**config.mk**
```make
export PLATFORM = sky130hd
export DESIGN_NAME = uart_tx_scheduler_flat
export DESIGN_NICKNAME = d
export VERILOG_FILES = /design/src/rtl/uart_pkg.sv /design/src/rtl/uart_tx_scheduler_if.sv /design/src/rtl/uart_tx_scheduler_rr_arbiter.sv /design/src/rtl/uart_tx_scheduler.sv /design/src/flat_wrapper.sv
export SDC_FILE = /design/constraint.sdc
export NUM_CORES = 1
export LEC_CHECK = 0
export ABC_AREA = 1
export CAP_MARGIN = 30
export CORE_MARGIN = 10
export CORE_UTILIZATION = 55
export CTS_CLUSTER_DIAMETER = 50
export DETAILED_ROUTE_END_ITERATION = 16
export GPL_ROUTABILITY_DRIVEN = 0
export PLACE_DENSITY_LB_ADDON = 0.3
export SLEW_MARGIN = 10
export SYNTH_ARGS = -nofsm -noshare
export SYNTH_HDL_FRONTEND = slang
export SYNTH_HIERARCHICAL = 1
export SYNTH_SLANG_ARGS = --single-unit
```
**constraint.sdc**
```tcl
create_clock -name clk_in -period 6 [get_ports clk_in]
set_clock_uncertainty 0.1 [all_clocks]
set_input_delay 1.2 -clock clk_in [delete_from_list [all_inputs] [get_ports clk_in]]
set_output_delay 1.2 -clock clk_in [all_outputs]
set_load 0.05 [all_outputs]
```
**src/rtl/uart_pkg.sv**
```systemverilog
// uart_pkg: shared frame constants, FSM encoding and checksum helper for the UART TX path
package uart_pkg;
  typedef enum logic [2:0] {IDLE, GRANT, SEND, WAIT_HI, WAIT_LO} state_t;
  localparam int FRAME_LEN = 5;
  localparam logic [7:0] DEF_HEADER = 8'hA5;
  localparam int TMO_W = 10;
  function automatic logic [7:0] chk_update(input logic [7:0] c, input logic [7:0] b);
    return c ^ b;
  endfunction
endpackage

```
**src/rtl/uart_tx_scheduler_if.sv**
```systemverilog
// uart_tx_scheduler_if: source request/ack bundle plus transmitter send/busy handshake
interface uart_tx_scheduler_if #(parameter int N_CH = 3);
  logic [N_CH-1:0]    req;
  logic [16*N_CH-1:0] req_data;
  logic [N_CH-1:0]    ack;
  logic               tx_send;
  logic [7:0]         tx_byte;
  logic               tx_busy;
  modport master(input req, req_data, tx_busy, output ack, tx_send, tx_byte);
  modport slave(output req, req_data, tx_busy, input ack, tx_send, tx_byte);
endinterface

```
**src/rtl/uart_tx_scheduler_rr_arbiter.sv**
```systemverilog
// rr_arbiter: combinational round-robin pick of the first request after ptr
module rr_arbiter #(parameter int N_CH = 3) (
  input  logic [N_CH-1:0] req,
  input  logic [2:0]      ptr,
  output logic [N_CH-1:0] grant,
  output logic [2:0]      idx,
  output logic            valid
);
  logic [7:0] r8;
  assign r8 = 8'(req);
  always_comb begin
    idx = '0;
    valid = 1'b0;
    for (int i = 1; i <= N_CH; i++)
      if (!valid && r8[3'((int'(ptr) + i) % N_CH)]) begin
        valid = 1'b1;
        idx = 3'((int'(ptr) + i) % N_CH);
      end
  end
  assign grant = valid ? N_CH'(8'd1 << idx) : '0;
endmodule

```
**src/rtl/uart_tx_scheduler.sv**
```systemverilog
// uart_tx_scheduler: round-robin packetizer feeding 5-byte frames to one UART transmitter
module uart_tx_scheduler
  import uart_pkg::*;
#(
  parameter int         N_CH    = 3,
  parameter logic [7:0] HEADER  = DEF_HEADER,
  parameter int         TIMEOUT = 1023
) (
  input  logic                clk_in,
  input  logic                reset,
  uart_tx_scheduler_if.master bus,
  output logic                busy,
  output logic                err
);
  localparam logic [2:0] LAST = 3'(FRAME_LEN - 1);
  state_t           state;
  logic [2:0]       ptr, ch, idx, gidx;
  logic [N_CH-1:0]  sel, gnt;
  logic             valid;
  logic [15:0]      word, wmux;
  logic [7:0]       chk, cur;
  logic [TMO_W-1:0] tcnt;
  rr_arbiter #(.N_CH(N_CH)) u_arb (
    .req(bus.req), .ptr(ptr), .grant(gnt), .idx(gidx), .valid(valid)
  );
  always_comb begin
    wmux = '0;
    for (int i = 0; i < N_CH; i++)
      if (sel[i]) wmux = bus.req_data[16*i +: 16];
  end
  assign cur = idx == 3'd0 ? HEADER :
               idx == 3'd1 ? {5'b0, ch} :
               idx == 3'd2 ? word[15:8] :
               idx == 3'd3 ? word[7:0] : chk;
  always_ff @(posedge clk_in or posedge reset)
    if (reset) begin
      state       <= IDLE;
      ptr         <= 3'(N_CH - 1);
      ch          <= '0;
      sel         <= '0;
      word        <= '0;
      idx         <= '0;
      chk         <= '0;
      tcnt        <= '0;
      bus.ack     <= '0;
      bus.tx_send <= 1'b0;
      bus.tx_byte <= '0;
      busy        <= 1'b0;
      err         <= 1'b0;
    end else begin
      bus.ack     <= '0;
      bus.tx_send <= 1'b0;
      case (state)
        IDLE: if (valid) begin
          ch    <= gidx;
          sel   <= gnt;
          state <= GRANT;
        end
        // A source that dropped its request before ack is skipped without a frame
        GRANT: if (|(bus.req & sel)) begin
          word    <= wmux;
          bus.ack <= sel;
          ptr     <= ch;
          idx     <= '0;
          chk     <= '0;
          busy    <= 1'b1;
          state   <= SEND;
        end else state <= IDLE;
        SEND: if (!bus.tx_busy) begin
          bus.tx_send <= 1'b1;
          bus.tx_byte <= cur;
          chk         <= chk_update(chk, cur);
          tcnt        <= '0;
          state       <= WAIT_HI;
        end
        WAIT_HI: if (bus.tx_busy) state <= WAIT_LO;
          else if (tcnt == TMO_W'(TIMEOUT)) begin
            err   <= 1'b1;
            busy  <= 1'b0;
            state <= IDLE;
          end else if (tcnt != '1) tcnt <= tcnt + 1'b1;
        WAIT_LO: if (!bus.tx_busy) begin
          if (idx == LAST) begin
            busy  <= 1'b0;
            state <= IDLE;
          end else begin
            idx   <= idx + 1'b1;
            state <= SEND;
          end
        end
        default: state <= IDLE;
      endcase
    end
endmodule

```
**src/flat_wrapper.sv**
```systemverilog
// flat-port wrapper written by rule: the top's interface ports become plain ports
module uart_tx_scheduler_flat import uart_pkg::*;
#(
  parameter int         N_CH    = 3,
  parameter logic [7:0] HEADER  = DEF_HEADER,
  parameter int         TIMEOUT = 1023
)
  (clk_in, reset, busy, err, bus_req, bus_req_data, bus_tx_busy, bus_ack, bus_tx_send, bus_tx_byte);
  uart_tx_scheduler_if #(.N_CH(N_CH)) bus_i ();
  input  logic clk_in;
  input  logic reset;
  output logic busy;
  output logic err;
  input wire logic [$bits(bus_i.req)-1:0] bus_req;
  input wire logic [$bits(bus_i.req_data)-1:0] bus_req_data;
  input wire logic [$bits(bus_i.tx_busy)-1:0] bus_tx_busy;
  output wire logic [$bits(bus_i.ack)-1:0] bus_ack;
  output wire logic [$bits(bus_i.tx_send)-1:0] bus_tx_send;
  output wire logic [$bits(bus_i.tx_byte)-1:0] bus_tx_byte;
  assign bus_i.req = bus_req;
  assign bus_i.req_data = bus_req_data;
  assign bus_i.tx_busy = bus_tx_busy;
  assign bus_ack = bus_i.ack;
  assign bus_tx_send = bus_i.tx_send;
  assign bus_tx_byte = bus_i.tx_byte;
  uart_tx_scheduler #(.N_CH(N_CH), .HEADER(HEADER), .TIMEOUT(TIMEOUT)) u_core (.clk_in(clk_in), .reset(reset), .bus(bus_i), .busy(busy), .err(err));
endmodule
```
==> results.txt <==
Filler Cells Inserted: 697
Worst vdd ir: 0.522 mV
Max Slew Vio Count: 0
CP dominant cell by count: nand2_1
Critical Path AT: 4.49 ns
PortBufs: 67
Pre-Repair DR Iteration Count: 5
Final ANT Viol Nets: 0
Final Hold Vio Count: 0
Number of global-route vias before repair: 4442
Status: completed
Via density: 5.40
Drt wl/cell: 14.4 microns
Remaining DRCs: 0
Post-Syn Area: 4670 sq um
Starting Density: 56.6%
CP Launch Type: flip-flop
Min cycle time layout: 4.38 ns
Synth cell types: 43
Total Nets Final: 808
Synth warn: 6
Max Fanout on Critical Path: 14
Via Count: 4529
Skew-Pair Late Insertion Delay: 0.34 ns
Gr usage total: 18.9%
Setup tns final: 0 ns
First-pass GRT wire length: 20.5 mm
Total gr overflow: 0
Syn avg cell area: 6.97 sq um
Post-CTS sizing: 0
Power Total: 0.00363 W
Post-Synthesis Cells: 670
PwrDens: 651 nW/um^2
Clk slew on worst S/H paths: 0.06 ns
Final cell count without fillers: 839
Req. time, crit path: 6.11 ns
Worst slew pin tran: 0.792 ns
Crit share post-route: 73.0%
Highest Clock Rate: 228 MHz
Leak pwr: 2.84 nW
CTS Buffer Depth: 2
Core Footprint: 8260 sq um
Max Cap Violations: 0
DP HPWL: 8.97 mm
Total Wirelength: 12.1 mm
Worst path slowest cell: dfrtp_1
Commonest non-fill, non-tap cell in the layout: nand2_1
CP Class: reg2reg
Num rows: 33
Hold Slack: 0.373 ns
Htree depth: 3
Net Count, Synth: 749
CTS tree: yes
Root buffer cell: clkbuf_8
R2r setup slk: 1.62 ns
Synth area leader: dfrtp_1
Top Ports: 68
Initial drt markers: 328
Pin count of the biggest net entering global routing: 64
Setup Fix Bufs, Post-CTS: 0
Register bit total from synthesis: 63
Dpl cells: 823
Full die area: 12600 sq um
Synth top area share: 33.2%
Ys async rst share: 100%
Post-CTS Hold Fix Bufs: 0
Layout area overhead: 19.4%
EDFF count, synth: 0
Worst Hold Class: reg2reg
RSZ-0062 raised after global routing: no
Final setup violation count: 0
Final Util: 67.6%
Most frequent cells in the layout: nand2_1 (195), inv_1 (75), clkdlybuf4s50_1 (67), nand3_1 (67), dfrtp_1 (62)
Number of CTS-inserted buffers: 9
Slowest cell delay on critical path: 0.69 ns
Die Y: 112 microns
CP Capture Type: flip-flop
Sequential share of the synthesized area: 33.8%
Die Span X: 112 microns
Clk sink count: 63
Commonest register cell after synthesis: dfrtp_1
Initial antenna violation count: 0
Max-slew headroom: 47.1%
Antenna Cells: 0
Share of post-route cells with drive strength above 1: 10.5%
Synth area leaders: dfrtp_1 (33%), nand2_1 (16%), nand3_1 (7.2%)
## area by class of cell
| cell class | count | area (sq um) | share of cell area [%] |
|---|---|---|---|
| multi-input cells | 497 | 2630 | 47.2 |
| flip-flops and latches | 63 | 1580 | 28.3 |
| clock buffers | 13 | 159 | 2.85 |
| repair buffers | 68 | 678 | 12.2 |
| well taps | 105 | 131 | 2.35 |
| clock inverters | 3 | 65.1 | 1.17 |
| inverters | 90 | 338 | 6.05 |
## cell usage after synthesis (2+ instances only)
cell type    n
buf_6        5
nand2_1    195
a21oi_1     28
o21ai_1     12
xor2_1       4
o21ai_0     33
inv_1       76
nand2_4      3
nand2_2     19
nor2_2       7
nand4_1      6
o21ai_2      5
clkbuf_1     7
buf_2        5
buf_4        2
nor3_1       2
nand3_1     67
ha_1        25
o221ai_1     5
dfrtp_1     62
nor3b_1      3
inv_2       13
o2bb2ai_1   11
nor2_1      50
nand3_2      7
## through the flow
| step | instance area [sq um] | worst slack [ns] |
|---|---|---|
| final | 5580 | 1.62 |
| after global routing | 5580 | 1.22 |
| after CTS | 5580 | 1.72 |
| after detailed placement | 5360 | 1.74 |
| after global placement | 5360 | 2.03 |
| after floorplan | 4670 | 2.47 |
## registers in the layout, summed over array words and instances, names as in the netlist
register	count
u_core/state	3
u_core/idx	3
u_core/bus.ack	3
u_core/bus.tx_byte	8
u_core/ptr	3
u_core/bus.tx_send	1
u_core/tcnt	10
u_core/ch	3
u_core/busy	1
u_core/word	16
u_core/err	1
u_core/chk	8
u_core/sel	3
## logic make-up after synthesis
| logic type | after synthesis | share of synthesized area [%] |
|---|---|---|
| AO/OA/AOI/OAI | 99 | 12.5 |
| XOR/XNOR | 5 | 0.937 |
| adder cells (fa/ha/maj) | 25 | 6.69 |
| buffers and inverters | 110 | 9.93 |
| flip-flops | 63 | 33.8 |
| multiplexers | 2 | 0.455 |
| other | 1 | 0.0802 |
| AND/OR/NAND/NOR | 365 | 35.6 |
## metal layers
metal | wire length, microns | GRT usage, %
met5 | 0 | 0
met2 | 6080 | 33.7
met3 | 642 | 3.78
met1 | 5170 | 22.3
met4 | 212 | 6.01
## path summary, 6_finish.rpt
check / endpoint / depth (start not counted) / start
max: u_core/sel[0] / 25 / u_core/ptr[0]
max in group asynchronous: u_core/ch[0] / 3 / reset
min: u_core/err / 2 / u_core/err
max reg2reg: u_core/sel[0] / 25 / u_core/ptr[0]
min in group asynchronous: u_core/err / 3 / reset
min reg2reg: u_core/err / 2 / u_core/err
## report_power, final
part	total [W]	leakage [nW]	internal (W)	switching, W
Clock	0.000415	0.114	0.000256	0.000158
Sequential	0.000768	0.802	0.000585	0.000183
Combinational	0.00245	1.92	0.000857	0.00159
Total	0.00363	2.84	0.00170	0.00193
## critical path: cells and delay by family, from the launching register on
family | cells | cell delay, ns
simple gates | 13 | 1.44
buf+inv | 5 | 0.40
flops | 1 | 0.69
fa+ha+maj | 3 | 0.82
compound gates | 3 | 0.42
mux | 1 | 0.38
(Power assumes the default switching activity.)
==> patch 1 (same flow settings) <==
`TMO_W`: 10 -> 9.
--- a/src/rtl/uart_pkg.sv
+++ b/src/rtl/uart_pkg.sv
@@ -5,3 +5,3 @@
   localparam logic [7:0] DEF_HEADER = 8'hA5;
-  localparam int TMO_W = 10;
+  localparam int TMO_W = 9;
   function automatic logic [7:0] chk_update(input logic [7:0] c, input logic [7:0] b);
Function: no difference found for any inputs over 4 cycles, from zero or initial values and one cycle with reset high; that may be too few to reach the edited logic, so the function may still have changed.
==> patch 1 against the original RTL <==
Area after synthesis fell by 2.0%; total power fell by 4.7%; clock power fell by 11%; design area fell by 2.3%; non-clock buffer count did not move; die area fell by 1.6%; combinational power fell by 4%; first-iteration DRC count fell by 16%; routed wire length fell by 6.3%; worst setup slack improved by 0.16 ns; sequential cell count fell by 1.
==> patch 1: results (changes against the original RTL) <==
- Overall Global Routing Usage: 18.4% (was 18.9%)
- Clock Power Share: 10.7% (was 11.4%)
- Syn Inst Count: 654 (was 670)
- Crit path DAT: 4.35 ns (was 4.49 ns)
- Hold depth: 1 (was 2)
- Hold crit path type: reg2reg (unchanged)
- Crit-path max FO: 14 (unchanged)
- Post-Syn Nets: 735 (was 749)
- Post-placement cell count: 807 (was 823)
- Via Count: 4350 (was 4529)
- Final Non-Filler Cells: 823 (was 839)
- Iteration-0 DRC Markers: 276 (was 328)
- Status: finished clean (unchanged)
- Largest Register: u_core/word (unchanged)
- Fillers: 706 (was 697)
- Hold Path Origin: u_core/err$_DFFE_PP0P_ (unchanged)
- Nets: 794 (was 808)
- Cell variety after synth: 38 (was 43)
- Top flop regs: u_core/word x16, u_core/tcnt x9 (was u_core/word x16, u_core/tcnt x10)
- Clk slew on worst S/H paths: 0.08 ns (was 0.06 ns)
- Largest net degree at the start of global routing: 63 (was 64)
- WL met2: 5560 um (was 6080 um)
- Synth top area cells: dfrtp_1 33%, nand2_1 16%, ha_1 7.4%, nand3_1 6.9%, inv_1 5.8% (was dfrtp_1 33%, nand2_1 16%, nand3_1 7.2%, ha_1 6.7%, inv_1 6.1%)
- Final WL: 11300 um (was 12100 um)
- Synth Area in Compound Gates: 12.5% (about the same)
- VDD IR-drop max: 0.657 mV (was 0.522 mV)
- Metal-1 WL: 5120 um (was 5170 um)
- Leak Pwr: 2.81 nW (was 2.84 nW)
- Met3 WL: 454 um (was 642 um)
- First-pass GRT wire length: 19600 um (was 20500 um)
- Internal power: 1.60 mW (was 1.70 mW)
- Slew Limit Headroom: 47.6% (was 47.1%)
- XOR/XNOR Fraction of Synth Area: 0.382% (was 0.937%)
- Synth cell count leaders: 190 x nand2_1, 71 x inv_1, 63 x nand3_1, 61 x dfrtp_1, 52 x nor2_1 (was 195 x nand2_1, 76 x inv_1, 67 x nand3_1, 62 x dfrtp_1, 50 x nor2_1)
- Share of cells above drive strength 1: 11.0% (was 10.5%)
- Post-synthesis mux area share: 0.246% (was 0.455%)
- Post-synthesis sequential area ratio: 33.9% (was 33.8%)
- Area after DPL: 5260 um^2 (was 5360 um^2)
- Vias in the first global route: 4260 (was 4442)
- Adder-Cell Fraction of Synth Area: 7.38% (was 6.69%)
## patch 1: cell types whose count changed after synthesis, moves of 4 or more
cell,change
inv_1,-5
clkbuf_1,-4
nand4_1,+4
nand2_1,-5
nand3_1,-4
## patch 1: worst max path at each step
stage,slack [ns],to,depth (start not counted),from
after floorplan,2.53,u_core/sel[0]$_DFFE_PP0P_,25,u_core/ptr[1]$_DFFE_PP1P_
after global placement,2.03,u_core/sel[0]$_DFFE_PP0P_,25,u_core/ptr[0]$_DFFE_PP0P_
after detailed placement,1.82,u_core/sel[0]$_DFFE_PP0P_,25,u_core/ptr[0]$_DFFE_PP0P_
after CTS,1.79,u_core/sel[0]$_DFFE_PP0P_,25,u_core/ptr[0]$_DFFE_PP0P_
after global routing,1.39,u_core/sel[0]$_DFFE_PP0P_,26,u_core/ptr[0]$_DFFE_PP0P_
final,1.78,u_core/sel[0]$_DFFE_PP0P_,25,u_core/ptr[0]$_DFFE_PP0P_
## patch 1: per-layer routing
metal	track usage (%)	up-vias
li1	-	2234
met1	22.3	2007
met2	31.4	85
met3	3.95	24
met4	5.91	0
met5	0	-
## patch 1: layout make-up
class	instances	area (um^2)	area share [%]
clock buffers	9	124	2.27
flip-flops and latches	62	1550	28.5
repair buffers	68	678	12.4
well taps	105	131	2.41
clock inverters	7	72.6	1.33
inverters	84	318	5.83
multi-input cells	488	2580	47.2
## patch 1: per-stage QoR
stage	hold slack [ns]	power [mW]	setup slack [ns]
final	0.378	3.46	1.78
after global routing	0.407	3.87	1.39
after CTS	0.382	3.46	1.79
after detailed placement	0.363	3.07	1.82
after global placement	0.359	2.98	2.03
after floorplan	0.348	2.65	2.53
==> patch 2 (config.mk and constraints unchanged) <==
Made on the original files. Re-encode `state_t` (5 states) as one-hot, 5 bits wide.
--- a/src/rtl/uart_pkg.sv
+++ b/src/rtl/uart_pkg.sv
@@ -2,3 +2,3 @@
 package uart_pkg;
-  typedef enum logic [2:0] {IDLE, GRANT, SEND, WAIT_HI, WAIT_LO} state_t;
+  typedef enum logic [4:0] {IDLE = 5'b00001, GRANT = 5'b00010, SEND = 5'b00100, WAIT_HI = 5'b01000, WAIT_LO = 5'b10000} state_t;
   localparam int FRAME_LEN = 5;
Function: no difference found for any inputs over 4 cycles, from zero or initial values and one cycle with reset high; so few cycles prove little.
==> patch 2 against the original RTL <==
Routed wire length up 6.1%; worst setup slack worse by 0.19 ns; largest cell class unchanged; global-route usage up 0.45 points; area after synthesis up 1.4%; design area up 1.7%; largest power group unchanged; total power down 16%; sequential cell count up 2.
==> patch 2: results (changes against the original RTL) <==
- CTS buffer count: 9 (unchanged)
- Clk slew on worst S/H paths: 0.08 ns (was 0.06 ns)
- Overall Global Routing Usage: 19.4% (was 18.9%)
- Clock Tree Buf Depth: 2 (unchanged)
- Worst-Skew Late Latency: 0.35 ns
- Area after DPL: 5450 um^2 (was 5360 um^2)
- VDD IR-drop max: 0.311 mV (was 0.522 mV)
- Post_cts resized: 0 (unchanged)
- Met3 WL: 739 um (was 642 um)
- Nets: 815 (was 808)
- DR vias/cell: 5.52 (was 5.40)
- First-pass GRT wire length: 20800 um (was 20500 um)
- H-tree depth: 3 (unchanged)
- Crit-path leading delay family: simple AND/OR/NAND/NOR gates (unchanged)
- Iteration-0 DRC Markers: 326 (was 328)
- ANT cells: 0 (unchanged)
- Crit path DAT: 4.70 ns (was 4.49 ns)
- Share of cells above drive strength 1: 10.7% (was 10.5%)
- CP max-delay cell: dfrtp_1 (unchanged)
- Post-Syn Nets: 754 (was 749)
- Root buf cell: clkbuf_8 (unchanged)
- Post-synthesis sequential area ratio: 34.4% (was 33.8%)
- Top Metal Used: met4 (unchanged)
- Crit path largest cell delay: 0.68 ns
- HPWL after detailed placement: 9610 um (was 8970 um)
- Top flop regs: u_core/word x16, u_core/tcnt x10 (unchanged)
- WL met2: 6600 um (was 6080 um)
- Synth cell count leaders: 217 x nand2_1, 72 x inv_1, 68 x nand3_1, 63 x dfrtp_1, 39 x nor2_1 (was 195 x nand2_1, 76 x inv_1, 67 x nand3_1, 62 x dfrtp_1, 50 x nor2_1)
- Post-CTS Setup Inserts: 0 (unchanged)
- Leak Pwr: 2.84 nW (about the same)
- Post-DRT Antenna Nets: 0 (unchanged)
- Hold crit path type: reg2reg (unchanged)
- Largest net degree at the start of global routing: 66 (was 64)
- Synthesis Warnings: 6 (unchanged)
- Cell variety after synth: 40 (was 43)
- Metal-1 WL: 5310 um (was 5170 um)
- Initial antenna violation count: 0 (unchanged)
- Synth top area cells: dfrtp_1 33%, nand2_1 17%, nand3_1 7.2%, ha_1 6.6%, inv_1 5.7% (was dfrtp_1 33%, nand2_1 16%, nand3_1 7.2%, ha_1 6.7%, inv_1 6.1%)
- Status: finished clean (unchanged)
- TritonRoute pass-1 iters: 7 (was 5)
- Fraction of registers with async set/reset: 100% (unchanged)
- Crit-path max FO: 14 (unchanged)
- Worst slew pin tran: 0.816 ns (was 0.792 ns)
- Vias in the first global route: 4606 (was 4442)
- Port bufs: 67 (unchanged)
- Final WL: 12800 um (was 12100 um)
patch 2: cell types whose count changed in the layout (fill, tap and decap cells not counted), sizes merged, moves of 2 or more:
cell / before / now
clkbuf: 13 / 10
a21oi: 28 / 19
xor2: 4 / 6
nand2: 218 / 236
inv: 89 / 82
o221ai: 5 / 8
nor2: 57 / 51
nor3b: 3 / 1
nand4: 7 / 15
o2bb2ai: 11 / 8
clkinv: 2 / 7
patch 2: final cells by class:
class / count / area [um^2]
Clock buffer: 10 / 138
Clock inverter: 6 / 90.1
Fill cell: 709 / 2630
Inverter: 86 / 323
Multi-Input combinational cell: 506 / 2680
Sequential cell: 65 / 1630
Tap cell: 105 / 131
Timing Repair Buffer: 68 / 678
patch 2: cells by family (layout without fill, tap and decap cells):
family | count (synthesis) | after routing | synth area share (%)
and+or+nand+nor | 383 | 383 | 36.9
buffers and inverters | 104 | 170 | 9.03
AOI/OAI and AO/OA | 90 | 90 | 11.7
DFF | 65 | 65 | 34.4
adders and majority gates | 25 | 25 | 6.60
xor gates and xnor gates | 6 | 6 | 1.11
other | 1 | 1 | 0.0791
muxes | 1 | 1 | 0.238
patch 2: per-stage QoR:
step | util [%] | instances | worst slack, ns | hold WS, ns | total power, mW
CTS | 68.4 | 846 | 1.54 | 0.389 | 3.02
floorplan | - | 675 | 2.42 | 0.359 | 2.19
global route | 68.4 | 846 | 1.10 | 0.406 | 3.31
detailed placement | 65.6 | 830 | 1.56 | 0.368 | 2.58
global placement | 65.6 | 830 | 1.83 | 0.362 | 2.47
finish | 68.4 | 846 | 1.43 | 0.379 | 3.04
patch 2: routing by layer:
metal / track usage (%) / vias to the layer above
li1: - / 2312
met1: 21.9 / 2174
met2: 35.1 / 149
met3: 4.60 / 34
met4: 5.92 / 0
met5: 0 / -
patch 2: where the power goes:
group | switching, mW | internal (mW) | total [mW]
Sequential | 0.152 | 0.584 | 0.736
Combinational | 1.21 | 0.662 | 1.87
Clock | 0.180 | 0.247 | 0.427
Total | 1.55 | 1.49 | 3.04
patch 2: path summary, 6_finish.rpt:
path | startpoint | end | slack, ns | cells past startpoint
worst max-delay path | u_core/ptr[0]$_DFFE_PP0P_ | u_core/sel[0]$_DFFE_PP0P_ | 1.43 | 25
worst min-delay path | u_core/busy$_DFFE_PP0P_ | u_core/busy$_DFFE_PP0P_ | 0.38 | 2
worst max register to register | u_core/ptr[0]$_DFFE_PP0P_ | u_core/sel[0]$_DFFE_PP0P_ | 1.43 | 25
worst min register to register | u_core/busy$_DFFE_PP0P_ | u_core/busy$_DFFE_PP0P_ | 0.38 | 2
max in group asynchronous | reset | u_core/word[8]$_DFFE_PP0P_ | 3.95 | 3
min in group asynchronous | reset | u_core/tcnt[3]$_DFFE_PP0P_ | 1.33 | 3
